### config.mk
export PLATFORM = sky130hd
export DESIGN_NAME = stim_sequencer
export DESIGN_NICKNAME = d
export VERILOG_FILES = /design/src/rtl/stim_pkg.sv /design/src/rtl/lfsr7.sv /design/src/rtl/stim_sequencer.sv
export SDC_FILE = /design/constraint.sdc
export NUM_CORES = 1
export LEC_CHECK = 0
export ABC_CLOCK_PERIOD_IN_PS = 1850
export CELL_PAD_IN_SITES_DETAIL_PLACEMENT = 2
export CELL_PAD_IN_SITES_GLOBAL_PLACEMENT = 2
export CORE_ASPECT_RATIO = 1.2
export CORE_MARGIN = 1
export CORE_UTILIZATION = 39
export CTS_BUF_LIST = sky130_fd_sc_hd__clkbuf_8
export CTS_CLUSTER_DIAMETER = 30
export DETAILED_ROUTE_END_ITERATION = 10
export DONT_BUFFER_PORTS = 1
export PLACE_DENSITY = 0.81
export SLEW_MARGIN = 20
export SYNTH_ARGS = -nofsm -noshare
export SYNTH_HDL_FRONTEND = slang
export SYNTH_SLANG_ARGS = --single-unit
### constraint.sdc
create_clock -name clk -period 1.85 [get_ports clk]
set_input_delay 0.2775 -clock clk [delete_from_list [all_inputs] [get_ports clk]]
set_output_delay 0.2775 -clock clk [all_outputs]
set_load 0.03 [all_outputs]
### src/rtl/stim_pkg.sv
// ---------------------------------------------------------------------------
// stim_pkg
//   Shared definitions for the stimulus sequencer slice: sequencer state
//   encoding, LFSR geometry and taps, MISR polynomial, and the latency of
//   the downstream stage whose responses are being compacted.
// ---------------------------------------------------------------------------
package stim_pkg;

  typedef enum logic [1:0] {
    ST_IDLE  = 2'd0,
    ST_RUN   = 2'd1,
    ST_DRAIN = 2'd2,
    ST_DONE  = 2'd3
  } state_t;

  // x^7 + x^6 + 1 : feedback is the XOR of the two most significant bits.
  localparam int LFSR_W      = 7;
  localparam int LFSR_TAP_HI = 6;
  localparam int LFSR_TAP_LO = 5;

  localparam int          SIG_W     = 16;
  localparam logic [15:0] MISR_POLY = 16'h1021;

  // Cycles between presenting a vector and the matching response on b_in.
  localparam int DUT_LAT = 2;

  // An all-zero seed would lock the LFSR at zero forever.
  function automatic logic [LFSR_W-1:0] seed_fix(input logic [LFSR_W-1:0] s);
    return (s == '0) ? LFSR_W'(1) : s;
  endfunction

endpackage

### src/rtl/lfsr7.sv
// ---------------------------------------------------------------------------
// lfsr7
//   7-bit Fibonacci LFSR, polynomial x^7 + x^6 + 1 (maximal length 127).
//   next = {q[5:0], q[6] ^ q[5]}
//
// Ports
//   clk    : clock, rising edge
//   rst    : synchronous active-high reset, loads seed
//   load   : load seed (priority over enable)
//   enable : advance one step
//   seed   : start value (caller guarantees non-zero)
//   q      : current LFSR value
// ---------------------------------------------------------------------------
module lfsr7
  import stim_pkg::*;
(
  input  logic              clk,
  input  logic              rst,
  input  logic              load,
  input  logic              enable,
  input  logic [LFSR_W-1:0] seed,
  output logic [LFSR_W-1:0] q
);

  logic feedback;

  assign feedback = q[LFSR_TAP_HI] ^ q[LFSR_TAP_LO];

  always_ff @(posedge clk) begin
    if (rst || load) begin
      q <= seed;
    end else if (enable) begin
      q <= {q[LFSR_W-2:0], feedback};
    end
  end

endmodule

### src/rtl/stim_sequencer.sv
// ---------------------------------------------------------------------------
// stim_sequencer
//   Applies num_pat pseudo-random 7-bit vectors to a downstream stage and
//   compacts the returned 1-bit responses into a 16-bit MISR signature.
//   Responses arrive DUT_LAT cycles after their vector; a valid shift
//   register tracks which b_in samples belong to a live vector, and a DRAIN
//   phase waits for the last responses before reporting DONE.
//
// Parameters
//   SEED  : LFSR start value (0 is replaced by 7'h01)
//   CNT_W : width of the pattern counter / num_pat
//
// Ports
//   clk     : clock, rising edge
//   rst     : synchronous active-high reset (priority over start)
//   start   : one-cycle run request, accepted in IDLE or DONE only
//   num_pat : number of patterns, sampled with start
//   a       : stimulus vector, 0 outside RUN
//   a_valid : a carries a live pattern
//   b_in    : response from the downstream stage
//   busy    : high in RUN and DRAIN
//   done    : level, high in DONE
//   sig     : MISR signature of captured responses
// ---------------------------------------------------------------------------
module stim_sequencer
  import stim_pkg::*;
#(
  parameter logic [6:0] SEED  = 7'h01,
  parameter int         CNT_W = 8
) (
  input  logic             clk,
  input  logic             rst,
  input  logic             start,
  input  logic [CNT_W-1:0] num_pat,
  output logic [6:0]       a,
  output logic             a_valid,
  input  logic             b_in,
  output logic             busy,
  output logic             done,
  output logic [15:0]      sig
);

  localparam logic [LFSR_W-1:0] SEED_EFF = seed_fix(SEED);

  localparam int                 DRAIN_W    = (DUT_LAT > 2) ? $clog2(DUT_LAT) : 1;
  localparam logic [DRAIN_W-1:0] DRAIN_LAST = DRAIN_W'(DUT_LAT - 1);

  function automatic logic [SIG_W-1:0] misr_step(input logic [SIG_W-1:0] s,
                                                 input logic             bit_in);
    logic [SIG_W-1:0] shifted;
    shifted = {s[SIG_W-2:0], 1'b0} ^ (s[SIG_W-1] ? MISR_POLY : '0);
    return shifted ^ {{(SIG_W-1){1'b0}}, bit_in};
  endfunction

  state_t              state_q;
  state_t              state_d;
  logic [LFSR_W-1:0]   lfsr_q;
  logic [CNT_W-1:0]    cnt_q;
  logic [DRAIN_W-1:0]  drain_q;
  logic [SIG_W-1:0]    sig_q;

  logic                lfsr_load;
  logic                lfsr_en;
  logic                load_run;
  logic                clr_sig;
  logic                enter_drain;

  // Valid pipe: vld_p1 marks a vector presented last cycle, vld_p2 marks the
  // cycle whose b_in is that vector's response.
  logic                vld_p1;
  logic                vld_p2;

  lfsr7 u_lfsr (
    .clk    (clk),
    .rst    (rst),
    .load   (lfsr_load),
    .enable (lfsr_en),
    .seed   (SEED_EFF),
    .q      (lfsr_q)
  );

  always_ff @(posedge clk) begin
    if (rst) begin
      state_q <= ST_IDLE;
    end else begin
      state_q <= state_d;
    end
  end

  always_comb begin
    state_d     = state_q;
    a           = '0;
    a_valid     = 1'b0;
    busy        = 1'b0;
    done        = 1'b0;
    lfsr_load   = 1'b0;
    lfsr_en     = 1'b0;
    load_run    = 1'b0;
    clr_sig     = 1'b0;
    enter_drain = 1'b0;

    case (state_q)
      ST_IDLE, ST_DONE: begin
        done = (state_q == ST_DONE);
        if (start) begin
          clr_sig = 1'b1;
          if (num_pat != '0) begin
            lfsr_load = 1'b1;
            load_run  = 1'b1;
            state_d   = ST_RUN;
          end else begin
            state_d   = ST_DONE;
          end
        end
      end
      ST_RUN: begin
        a       = lfsr_q;
        a_valid = 1'b1;
        busy    = 1'b1;
        lfsr_en = 1'b1;
        if (cnt_q == CNT_W'(1)) begin
          enter_drain = 1'b1;
          state_d     = ST_DRAIN;
        end
      end
      ST_DRAIN: begin
        busy = 1'b1;
        if (drain_q == '0) begin
          state_d = ST_DONE;
        end
      end
      default: begin
        state_d = ST_IDLE;
      end
    endcase
  end

  // ---- stage p1/p2: response alignment, counters and signature ----
  always_ff @(posedge clk) begin
    if (rst) begin
      cnt_q   <= '0;
      drain_q <= '0;
      sig_q   <= '0;
      vld_p1  <= 1'b0;
      vld_p2  <= 1'b0;
    end else begin
      vld_p1 <= a_valid;
      vld_p2 <= vld_p1;

      if (load_run) begin
        cnt_q <= num_pat;
      end else if (a_valid) begin
        cnt_q <= cnt_q - CNT_W'(1);
      end

      if (enter_drain) begin
        drain_q <= DRAIN_LAST;
      end else if (state_q == ST_DRAIN && drain_q != '0) begin
        drain_q <= drain_q - DRAIN_W'(1);
      end

      if (clr_sig) begin
        sig_q <= '0;
      end else if (vld_p2) begin
        sig_q <= misr_step(sig_q, b_in);
      end
    end
  end

  assign sig = sig_q;

endmodule

Yosys cells after proc, flatten, opt, wreduce, memory -nomap -nowiden:

Index checks and enable logic that the tools add are counted.

* bits of input ports: 12
* output and inout port bits: 26
* logic and storage cells: 50
* register bits after elaboration: 36

* add/sub/neg operators: 2
* bitwise gates (word level): 3
* reduce and logical (&&, ||, !) cells: 10
* muxes and demuxes: 21
* equality and inequality tests: 7

Operators with widths (count)
* 8-bit two-way mux: 2
* 16-bit by 1-bit XOR with 16-bit output: 1
* 16-bit by 13-bit XOR with 16-bit output: 1
* 13-bit two-way mux: 1
* 1-bit two-way mux: 12
* 8-bit by 1-bit equality test with 1-bit output, second input constant: 1
* 2-bit two-way mux: 4
* 8-bit nonzero test: 1
* 8-bit by 1-bit subtractor with 8-bit output, second input constant: 1
* 7-bit two-way mux: 1
* 2-bit != test, second input constant: 3
* 2-bit case mux with 3 select lines: 1
* 2-bit OR reduction: 3
* 2-bit equality test, second input constant: 2
* 2-bit nonzero test: 2
* 3-bit AND reduction: 1
* 2-bit by 1-bit equality test with 1-bit output, second input constant: 1
* 2-bit zero test: 1
* 1-bit logical AND: 1
* 1-bit logical OR: 1
* 1-bit subtractor, second input constant: 1
* 1-bit XOR: 1

Depth between registers and ports, before layout:

Gate-level depths: netlist of the first run.

* depth after elaboration: 5
* mapped depth: 8
* mapped depth without buffers: 6

Modules after synthesis:

Synthesis of the first run repeated with hierarchy kept, for this count alone.

* cell total of the unflattened synthesis: 165
* area total of the unflattened synthesis: 1721.7 sq um

Modules (own cells, without submodules)
* stim_sequencer: seq. area each 580.6 sq um, instances 1, cells an instance 148, area an instance 1406.3 sq um
* lfsr7: seq. area each 210.2 sq um, instances 1, cells an instance 17, area an instance 315.3 sq um

Worst setup path before layout of the first run:

Ideal clock, no wire load.

* kind: register to register
* from: register state_q[0]
* to: register cnt_q[5]
* stages on the path, launching flop included: 7
* path buffers: 1
* slack: -0.094 ns
* data arrival time: 1.858 ns
* setup time: 0.086 ns
* clock period less this slack: 1.944 ns
* required time: 1.764 ns
* cell sequence: dfxtp_1 -> ha_1 -> buf_2 -> or3b_1 -> nor4_1 -> xnor2_1 -> a211oi_1

* elaborated cells on any way between the ends: 8
* classes of those cells: eq/ne: 2; mux: 3; reduce/logical: 3

RTL lines
* start, declared: RTL line stim_sequencer.sv:55 `state_t state_q;`
* start signal, assigned: RTL line stim_sequencer.sv:86 `state_q <= state_d;`
* 2-bit by 1-bit equality test with 1-bit output: RTL line stim_sequencer.sv:102 `case (state_q)`
* 1-bit two-way mux: RTL line stim_sequencer.sv:102
* net a_valid: RTL line stim_sequencer.sv:36 `output logic a_valid,`
* 2-bit nonzero test (no line)
* end signal, assigned: RTL line stim_sequencer.sv:151 `cnt_q <= num_pat;`
* end signal, assigned: RTL line stim_sequencer.sv:153 `cnt_q <= cnt_q - CNT_W'(1);`
* end, declared: RTL line stim_sequencer.sv:58 `logic [CNT_W-1:0] cnt_q;`

The timed path passes the listed nets, and every way through them passes these cells.
A chain may end at the register's enable or synchronous reset.

Worst setup path after layout of the first run:

* from: register cnt_q[2]
* to: register state_q[1]

* cells in the longest elaborated chain, start to end: 3

Ends and longest elaborated chain
* 8-bit by 1-bit equality test with 1-bit output: RTL line stim_sequencer.sv:121 `if (cnt_q == CNT_W'(1)) begin`
* 2-bit != test (no line)
* 3-bit AND reduction (no line)

No other way between the ends.

==> results of run 1 <==
cell usage in the layout (no fill, tap or decap), drive strengths merged:
| cell type | netlist | routed |
|---|---|---|
| xnor2 | 9 | 9 |
| o211ai | 1 | 1 |
| nor2b | 1 | 1 |
| a311oi | 1 | 1 |
| nor3 | 3 | 3 |
| a221oi | 1 | 1 |
| o41ai | 1 | 1 |
| buf | 4 | 7 |
| nor4 | 3 | 3 |
| clkinvlp | 0 | 1 |
| clkinv | 0 | 1 |
| a21o | 1 | 1 |
| a21oi | 11 | 11 |
| clkbuf | 5 | 5 |
| nand4b | 1 | 1 |
| inv | 7 | 7 |
| nand2 | 3 | 3 |
| mux2i | 14 | 14 |
| dfxtp | 36 | 36 |
| o21ai | 1 | 1 |
| and2 | 7 | 7 |
| or4 | 1 | 1 |
| a211oi | 10 | 10 |
| a2bb2oi | 1 | 1 |
| nor2 | 34 | 34 |
| xor2 | 1 | 1 |
| bufinv | 0 | 1 |
| nand3 | 2 | 2 |
| or3b | 1 | 1 |
| ha | 6 | 6 |
| nand2b | 4 | 4 |
power by group:
group	internal, uW	switching (uW)
Combinational	485	724
Sequential	917	181
Clock	399	292
cells in the mapped netlist, types with 2 or more instances:
library cell	number	area, um2
sky130_fd_sc_hd__inv_1	7	26.3
sky130_fd_sc_hd__nand3_1	2	10.0
sky130_fd_sc_hd__nor4_1	3	18.8
sky130_fd_sc_hd__nand2b_1	4	25.0
sky130_fd_sc_hd__xnor2_1	9	78.8
sky130_fd_sc_hd__clkbuf_1	5	18.8
sky130_fd_sc_hd__nor2_1	34	128
sky130_fd_sc_hd__nor3_1	3	15.0
sky130_fd_sc_hd__mux2i_1	14	140
sky130_fd_sc_hd__a211oi_1	9	67.6
sky130_fd_sc_hd__buf_2	4	20.0
sky130_fd_sc_hd__dfxtp_1	36	721
sky130_fd_sc_hd__and2_1	7	43.8
sky130_fd_sc_hd__a21oi_1	11	55.1
sky130_fd_sc_hd__nand2_1	3	11.3
sky130_fd_sc_hd__ha_1	6	75.1
cell families (layout without fill, tap and decap cells):
kind of cell / Yosys count / count (layout)
AOI/OAI and AO/OA: 28 / 28
xor gates and xnor gates: 10 / 10
adders and majority gates: 6 / 6
buffers and inverters: 16 / 22
DFF: 36 / 36
muxes: 14 / 14
and+or+nand+nor: 60 / 60
how the worst max path moves through the flow:
| stage | startpoint | end | slack [ps] | cells past startpoint |
|---|---|---|---|---|
| finish | cnt_q[2]$_SDFFE_PP0P_ | state_q[1]$_SDFFE_PP0P_ | 70 | 5 |
| detailed placement | state_q[0]$_SDFFE_PP0P_ | cnt_q[4]$_SDFFE_PP0P_ | 50 | 6 |
| floorplan | state_q[0]$_SDFFE_PP0P_ | cnt_q[5]$_SDFFE_PP0P_ | 60 | 6 |
| global route | state_q[0]$_SDFFE_PP0P_ | cnt_q[0]$_SDFFE_PP0P_ | 0.7 | 7 |
| CTS | state_q[0]$_SDFFE_PP0P_ | a[5] | 8 | 3 |
| global placement | state_q[0]$_SDFFE_PP0P_ | cnt_q[1]$_SDFFE_PP0P_ | 180 | 7 |
worst register-to-register path, delay by kind of cell, from the launching register on:
family | cells | cell delay [ps]
AND/OR/NAND/NOR | 1 | 580
AO/OA/AOI/OAI | 3 | 580
flip-flops | 1 | 360
buffers and inverters | 1 | 180
layout make-up:
type	instances	area (um2)	share of cell area
well taps	54	67.6	0.0373
repair buffers	7	56.3	0.0311
flip-flops and latches	36	723	0.399
clock inverters	3	42.5	0.0235
inverters	7	26.3	0.0145
multi-input cells	118	828	0.457
clock buffers	5	68.8	0.0380
state kept, by name (all words and copies together) (netlist names):
name	flops
state_q	2
u_lfsr.q	7
sig	16
vld_p2	1
cnt_q	8
drain_q	1
vld_p1	1
metal layers:
layer  global-route usage  routed length, um  up-vias
met5                    0                  0        -
met4               0.0879                 87        0
met2                0.399               2250       36
met3               0.0469                196        8
li1                     -                  -      584
met1                0.230               1640      588
timing repair:
item | CTS | global route
gates cloned | 0 | 0
hold buffers | 0 | 0
pin swaps | 0 | 2
gates resized for setup | 8 | 6
endpoints found under the setup margin | 8 | 16
setup buffers | 0 | 1
stage by stage:
stage | setup slack, ps | power (uW) | utilization | cell area, um2 | hold WS [ps]
floorplan | 56.0 | 1970 | - | 1600 | 349
global placement | 180 | 2170 | 0.427 | 1670 | 346
detailed placement | 53.5 | 2240 | 0.427 | 1670 | 348
CTS | 8.34 | 3010 | 0.459 | 1800 | 32.7
global route | 0.672 | 3210 | 0.464 | 1810 | 25.9
finish | 70.1 | 3000 | 0.464 | 1810 | 42.9
==> results.rst, run 1 <==
.. list-table::
   :header-rows: 1

   * - Metric
     - Value
   * - Outcome
     - complete, no violations
   * - Hold Crit Depth
     - 1
   * - Crit path buffers/inverters
     - 1
   * - Number of instances in the synthesized netlist
     - between 150 and 200
   * - Setup Crit Path Kind
     - flop to flop
   * - Final cycle utilization of the critical path
     - 0.962
   * - Post-synthesis xor/xnor area fraction
     - 0.0553
   * - Area fraction in compound gates after synthesis
     - 0.132
   * - Worst stage delay on the critical path
     - a little under 600 ps
   * - Crit Reg-Reg Endpoint
     - state_q[1]$_SDFFE_PP0P_
   * - Origin of the critical flop-to-flop path
     - cnt_q[2]$_SDFFE_PP0P_
   * - Kind of start point of the critical path
     - flop
   * - Clock edge transition at the registers on the reported setup and hold paths
     - roughly 80 ps
   * - Number of synthesized register bits
     - 36
   * - Final sum of negative setup slack
     - 0 ps
   * - Layout filler cell count
     - 437
   * - Hold Crit Class
     - input pin to flop
   * - Area growth from synthesis to layout
     - 14.5%
   * - Post-DRT Antenna Nets
     - 0
   * - Share of post-route cells with drive strength above 1
     - 0.165
   * - Buffers from clock root to sink, at most
     - 2
   * - Power density of the placed cells
     - 1650 mW/mm2
   * - Area of the core
     - between 0.003 and 0.004 mm2
   * - Number of antenna repair diodes
     - 0
   * - Slew @ Worst Pin
     - between 500 and 600 ps
   * - Remaining routing DRC violations
     - 0
   * - Global routing usage summed across all routing layers
     - 0.217
   * - Number of buffers created by CTS
     - 5
   * - Initial antenna violation count
     - 0
   * - CTS Root Cell
     - sky130_fd_sc_hd__clkbuf_8
   * - Number of library cell types mapped by synthesis
     - 29
   * - Setup repair after global routing missed its margin
     - no
   * - Number of warnings printed during yosys synthesis
     - 0
   * - Top cell family by delay on the critical path
     - compound AO/OA/AOI/OAI gates
   * - Crit path cell chain
     - or4_4, o41ai_4, buf_4, a21oi_1, a211oi_1
   * - HPWL after detailed placement
     - 2810 um
   * - Via Count
     - around 1200
   * - Number of endpoints with negative hold slack in the final report
     - 0
   * - Sequential share of the synthesized area
     - 0.455
   * - Clock latency at the later pin of the worst-skew pair
     - slightly below 300 ps
   * - Leftover overflow at the end of global routing
     - 0
   * - Final Skew
     - roughly 11 ps
   * - Number of nets in the layout
     - a little under 200
   * - H-Tree Depth
     - 2
   * - Cell with the largest stage delay on the worst path
     - sky130_fd_sc_hd__or4_4
   * - Drt total wl
     - roughly 4200 um
   * - Final slew viol count
     - 0
   * - Post-layout minimum cycle time
     - 1780 ps
   * - Worst slew margin relative to its limit
     - 0.643
   * - TritonCTS clock tree
     - built
   * - Length in cells of the worst reg-to-reg path
     - 5
   * - Maxcap violations
     - 0
   * - Die Span X
     - approximately 60 um
   * - Num rows
     - 25
   * - Vias per inst
     - roughly 5.3
   * - Setup violators final
     - 0
   * - DIE HEIGHT
     - 71.8 um
   * - First-pass iteration count of the detailed router
     - 4
   * - Iteration-0 DRC Markers
     - 45
   * - Worst Path Max Fanout
     - 5
   * - Placed cells
     - around 220
   * - Die area
     - approximately 0.0043 mm2
   * - Mux cell area share after synthesis
     - 0.0885
   * - Fraction of the mapped netlist area in simple logic gates
     - 0.181
   * - Most instantiated flip-flop cell in the synthesis netlist
     - sky130_fd_sc_hd__dfxtp_1
   * - Adder-cell share of the synthesized area
     - 0.0474
   * - Worst endpoint required time
     - 2070 ps
   * - Syn_nets
     - around 190
   * - Worst Hold End
     - cnt_q[2]$_SDFFE_PP0P_
   * - Filler-free cell count of the finished design
     - 230
   * - Largest family of logic cells by synthesized area
     - simple AND/OR/NAND/NOR gates
   * - Area of the mapped netlist
     - around 0.0016 mm2
   * - EDFF count, synth
     - 0
   * - Initial standard-cell utilization of the core
     - 0.405
   * - I/O pin total
     - 38
   * - Largest net degree at the start of global routing
     - 20
   * - Post-Syn Area per Cell
     - 9.32 um2
   * - Proportion of synthesized flip-flops having asynchronous set or reset
     - 0
   * - Kind of end point of the critical path
     - flop
   * - Vias in the first global route
     - between 1000 and 1500
   * - Final Wtd Congestion
     - 0.762
   * - Number of sinks on the clock net
     - 36
   * - Crit path arrival time
     - 2000 ps
   * - Leakage power figure
     - 0.000646 uW
   * - Global-route wire length before repair
     - between 6000 and 7000 um
   * - Wirelength per Cell
     - about 18 um
   * - Register-to-register path setup slack
     - ~70 ps
   * - Total of buffers placed on input and output ports
     - 0
   * - Fmax
     - about 560 MHz
   * - Peak VDD IR
     - approximately 0.00076 V
   * - Startpoint of the lowest-slack hold path
     - rst
No activity file was read; power rests on OpenSTA's default activity.
==> run 2: changes to the inputs <==
- REMOVE_ABC_BUFFERS: unset -> 1
==> run 2 against run 1 <==
Effect of this change: worst hold slack better by 7.6 ps; via count up 0.90%; final area up 1.9%; sequential power about the same; cell count up 0.43%; sequential share of layout area down 0.80 points; die area unchanged; critical path type is now flop to output pin; critical endpoint is now a[3]; highest routed layer unchanged.
==> results.rst, run 2 (synthesized netlist as in run 1, its figures left out) <==
.. list-table::
   :header-rows: 1

   * - Metric
     - Value
   * - Outcome
     - complete, no violations (unchanged)
   * - Die Span X
     - 60.2 um (unchanged)
   * - Area growth from synthesis to layout
     - 16.6% (was 14.5%)
   * - CTS Root Cell
     - sky130_fd_sc_hd__clkbuf_8 (unchanged)
   * - Most common cell after layout, fill and taps aside
     - sky130_fd_sc_hd__dfxtp_1
   * - Hold Crit Class
     - input pin to flop (unchanged)
   * - Kind of end point of the critical path
     - output pin (was flop)
   * - Num rows
     - 25 (unchanged)
   * - Wirelength per Cell
     - 16.9 um (was 18.2 um)
   * - Worst endpoint required time
     - 1570 ps (was 2070 ps)
   * - Clock edge transition at the registers on the reported setup and hold paths
     - 70 ps (was 80 ps)
   * - Buffers from clock root to sink, at most
     - 2 (unchanged)
   * - Number of nets in the layout
     - 194 (was 193)
   * - Number of endpoints with negative hold slack in the final report
     - 0 (unchanged)
   * - Final slew viol count
     - 0 (unchanged)
   * - Maxcap violations
     - 0 (unchanged)
   * - Util after Layout
     - 0.472 (was 0.464)
   * - Setup violators final
     - 0 (unchanged)
   * - Remaining routing DRC violations
     - 0 (unchanged)
   * - Initial antenna violation count
     - 0 (unchanged)
   * - Flip-flop count of the largest register after layout
     - 16 (unchanged)
   * - Final cycle utilization of the critical path
     - 0.952 (was 0.962)
   * - Setup Crit Path Kind
     - flop to output pin (was flop to flop)
   * - Worst slew margin relative to its limit
     - 0.641 (was 0.643)
   * - Number of sinks on the clock net
     - 36 (unchanged)
   * - Total of buffers placed on input and output ports
     - 0 (unchanged)
   * - Crit path arrival time
     - 1480 ps (was 2000 ps)
   * - Die area
     - 0.00432 mm2 (unchanged)
   * - First-pass iteration count of the detailed router
     - 3 (was 4)
   * - Worst Path Max Fanout
     - 19 (was 5)
   * - Number of buffers created by CTS
     - 5 (unchanged)
   * - H-Tree Depth
     - 2 (unchanged)
   * - Leakage power figure
     - 0.000661 uW (was 0.000646 uW)
   * - Global-route wire length before repair
     - 6110 um (was 6720 um)
   * - Drt total wl
     - 3910 um (was 4180 um)
   * - Area of the core
     - 0.00391 mm2 (unchanged)
   * - Register-to-register path setup slack
     - 110 ps (was 70 ps)
   * - Slew @ Worst Pin
     - 538 ps (was 535 ps)
   * - Peak VDD IR
     - 0.000905 V (was 0.000762 V)
   * - Initial standard-cell utilization of the core
     - 0.405 (unchanged)
   * - Fmax
     - 568 MHz (was 562 MHz)
   * - Vias per inst
     - 5.31 (was 5.29)
   * - Vias in the first global route
     - 1308 (was 1352)
   * - Final Skew
     - 4.95 ps (was 10.8 ps)
   * - Setup repair after global routing missed its margin
     - no (unchanged)
   * - TritonCTS clock tree
     - built (unchanged)
   * - Post-CTS Repair Setup Buffers
     - 0 (unchanged)
   * - Kind of start point of the critical path
     - flop (unchanged)
   * - Iteration-0 DRC Markers
     - 34 (was 45)
   * - Global routing usage summed across all routing layers
     - 0.190 (was 0.217)
   * - Share of post-route cells with drive strength above 1
     - 0.124 (was 0.165)
   * - Worst hold-check slack
     - 50.5 ps (was 42.9 ps)
   * - Final Wtd Congestion
     - 0.807 (was 0.762)
   * - Leftover overflow at the end of global routing
     - 0 (unchanged)
   * - Clock latency at the later pin of the worst-skew pair
     - 290 ps (about the same)
   * - Largest net degree at the start of global routing
     - 20 (unchanged)
   * - Via Count
     - 1227 (was 1216)
   * - Hold buffer count at cts
     - 0 (unchanged)
   * - Post-DRT Antenna Nets
     - 0 (unchanged)
   * - Post-layout minimum cycle time
     - 1760 ps (was 1780 ps)
   * - DIE HEIGHT
     - 71.8 um (unchanged)
   * - Pre-CTS worst setup slack
     - 56.8 ps (was 53.5 ps)
   * - Number of antenna repair diodes
     - 0 (unchanged)
   * - Commonest cells after routing, fill and taps aside
     - sky130_fd_sc_hd__dfxtp_1 (35), sky130_fd_sc_hd__nor2_1 (34), sky130_fd_sc_hd__mux2i_1 (14) (was sky130_fd_sc_hd__nor2_1 (34), sky130_fd_sc_hd__dfxtp_1 (34), sky130_fd_sc_hd__mux2i_1 (14))
   * - Power density of the placed cells
     - 1630 mW/mm2 (was 1650 mW/mm2)
   * - Final worst slack
     - 87.9 ps (was 70.1 ps)
   * - HPWL after detailed placement
     - 2780 um (was 2810 um)
   * - I/O pin total
     - 38 (unchanged)
-- run 2: area by class of cell --
| cell class | instances | area (um2) |
|---|---|---|
| fillers | 424 | 2060 |
| multi-input cells | 118 | 807 |
| flip-flops and latches | 36 | 722 |
| repair buffers | 8 | 97.6 |
| clock buffers | 7 | 96.3 |
| well taps | 54 | 67.6 |
| clock inverters | 1 | 30.0 |
| inverters | 7 | 26.3 |
-- run 2: metrics by stage --
step | instance area, um2 | cells | TNS (ps) | power (uW)
after global routing | 1850 | 231 | 0 | 3190
final | 1850 | 231 | 0 | 3020
after CTS | 1840 | 231 | 0 | 3050
after global placement | 1710 | 223 | 0 | 2170
after floorplan | 1550 | 161 | -329 | 1900
after detailed placement | 1710 | 223 | 0 | 2250
-- run 2: per-layer routing --
metal / GRT usage / wire length [um]
met1: 0.211 / 1610
met2: 0.333 / 2040
met3: 0.0542 / 192
met4: 0.0698 / 61
met5: 0 / 0
-- run 2: where the power goes --
part	leakage (uW)	total (uW)	internal, uW	switching (uW)
combinational	0.000303	1170	476	695
sequential	0.000293	1090	914	174
clock	0.0000645	760	476	284
total	0.000661	3020	1870	1150
-- run 2: repair_timing --
item                                    in CTS  in global routing
endpoints found under the setup margin       1                  9
resized for setup                            1                  2
cloned                                       0                  0
-- run 2: critical path, cell delays in order (launching register included) --
cell and delay [ps]:
sky130_fd_sc_hd__dfxtp_1 380, sky130_fd_sc_hd__inv_1 80, sky130_fd_sc_hd__ha_1 230, sky130_fd_sc_hd__buf_12 180, sky130_fd_sc_hd__and2_1 190, sky130_fd_sc_hd__buf_12 150
-- run 2: path summary, 6_finish.rpt --
check | start | to | cells after the start
setup / recovery | state_q[1]$_SDFFE_PP0P_ | a[3] | 5
hold / removal | rst | cnt_q[7]$_SDFFE_PP0P_ | 1
setup reg to reg | cnt_q[2]$_SDFFE_PP0P_ | state_q[0]$_SDFFE_PP0P_ | 4
hold reg to reg | vld_p1$_SDFF_PP0_ | vld_p2$_SDFF_PP0_ | 1
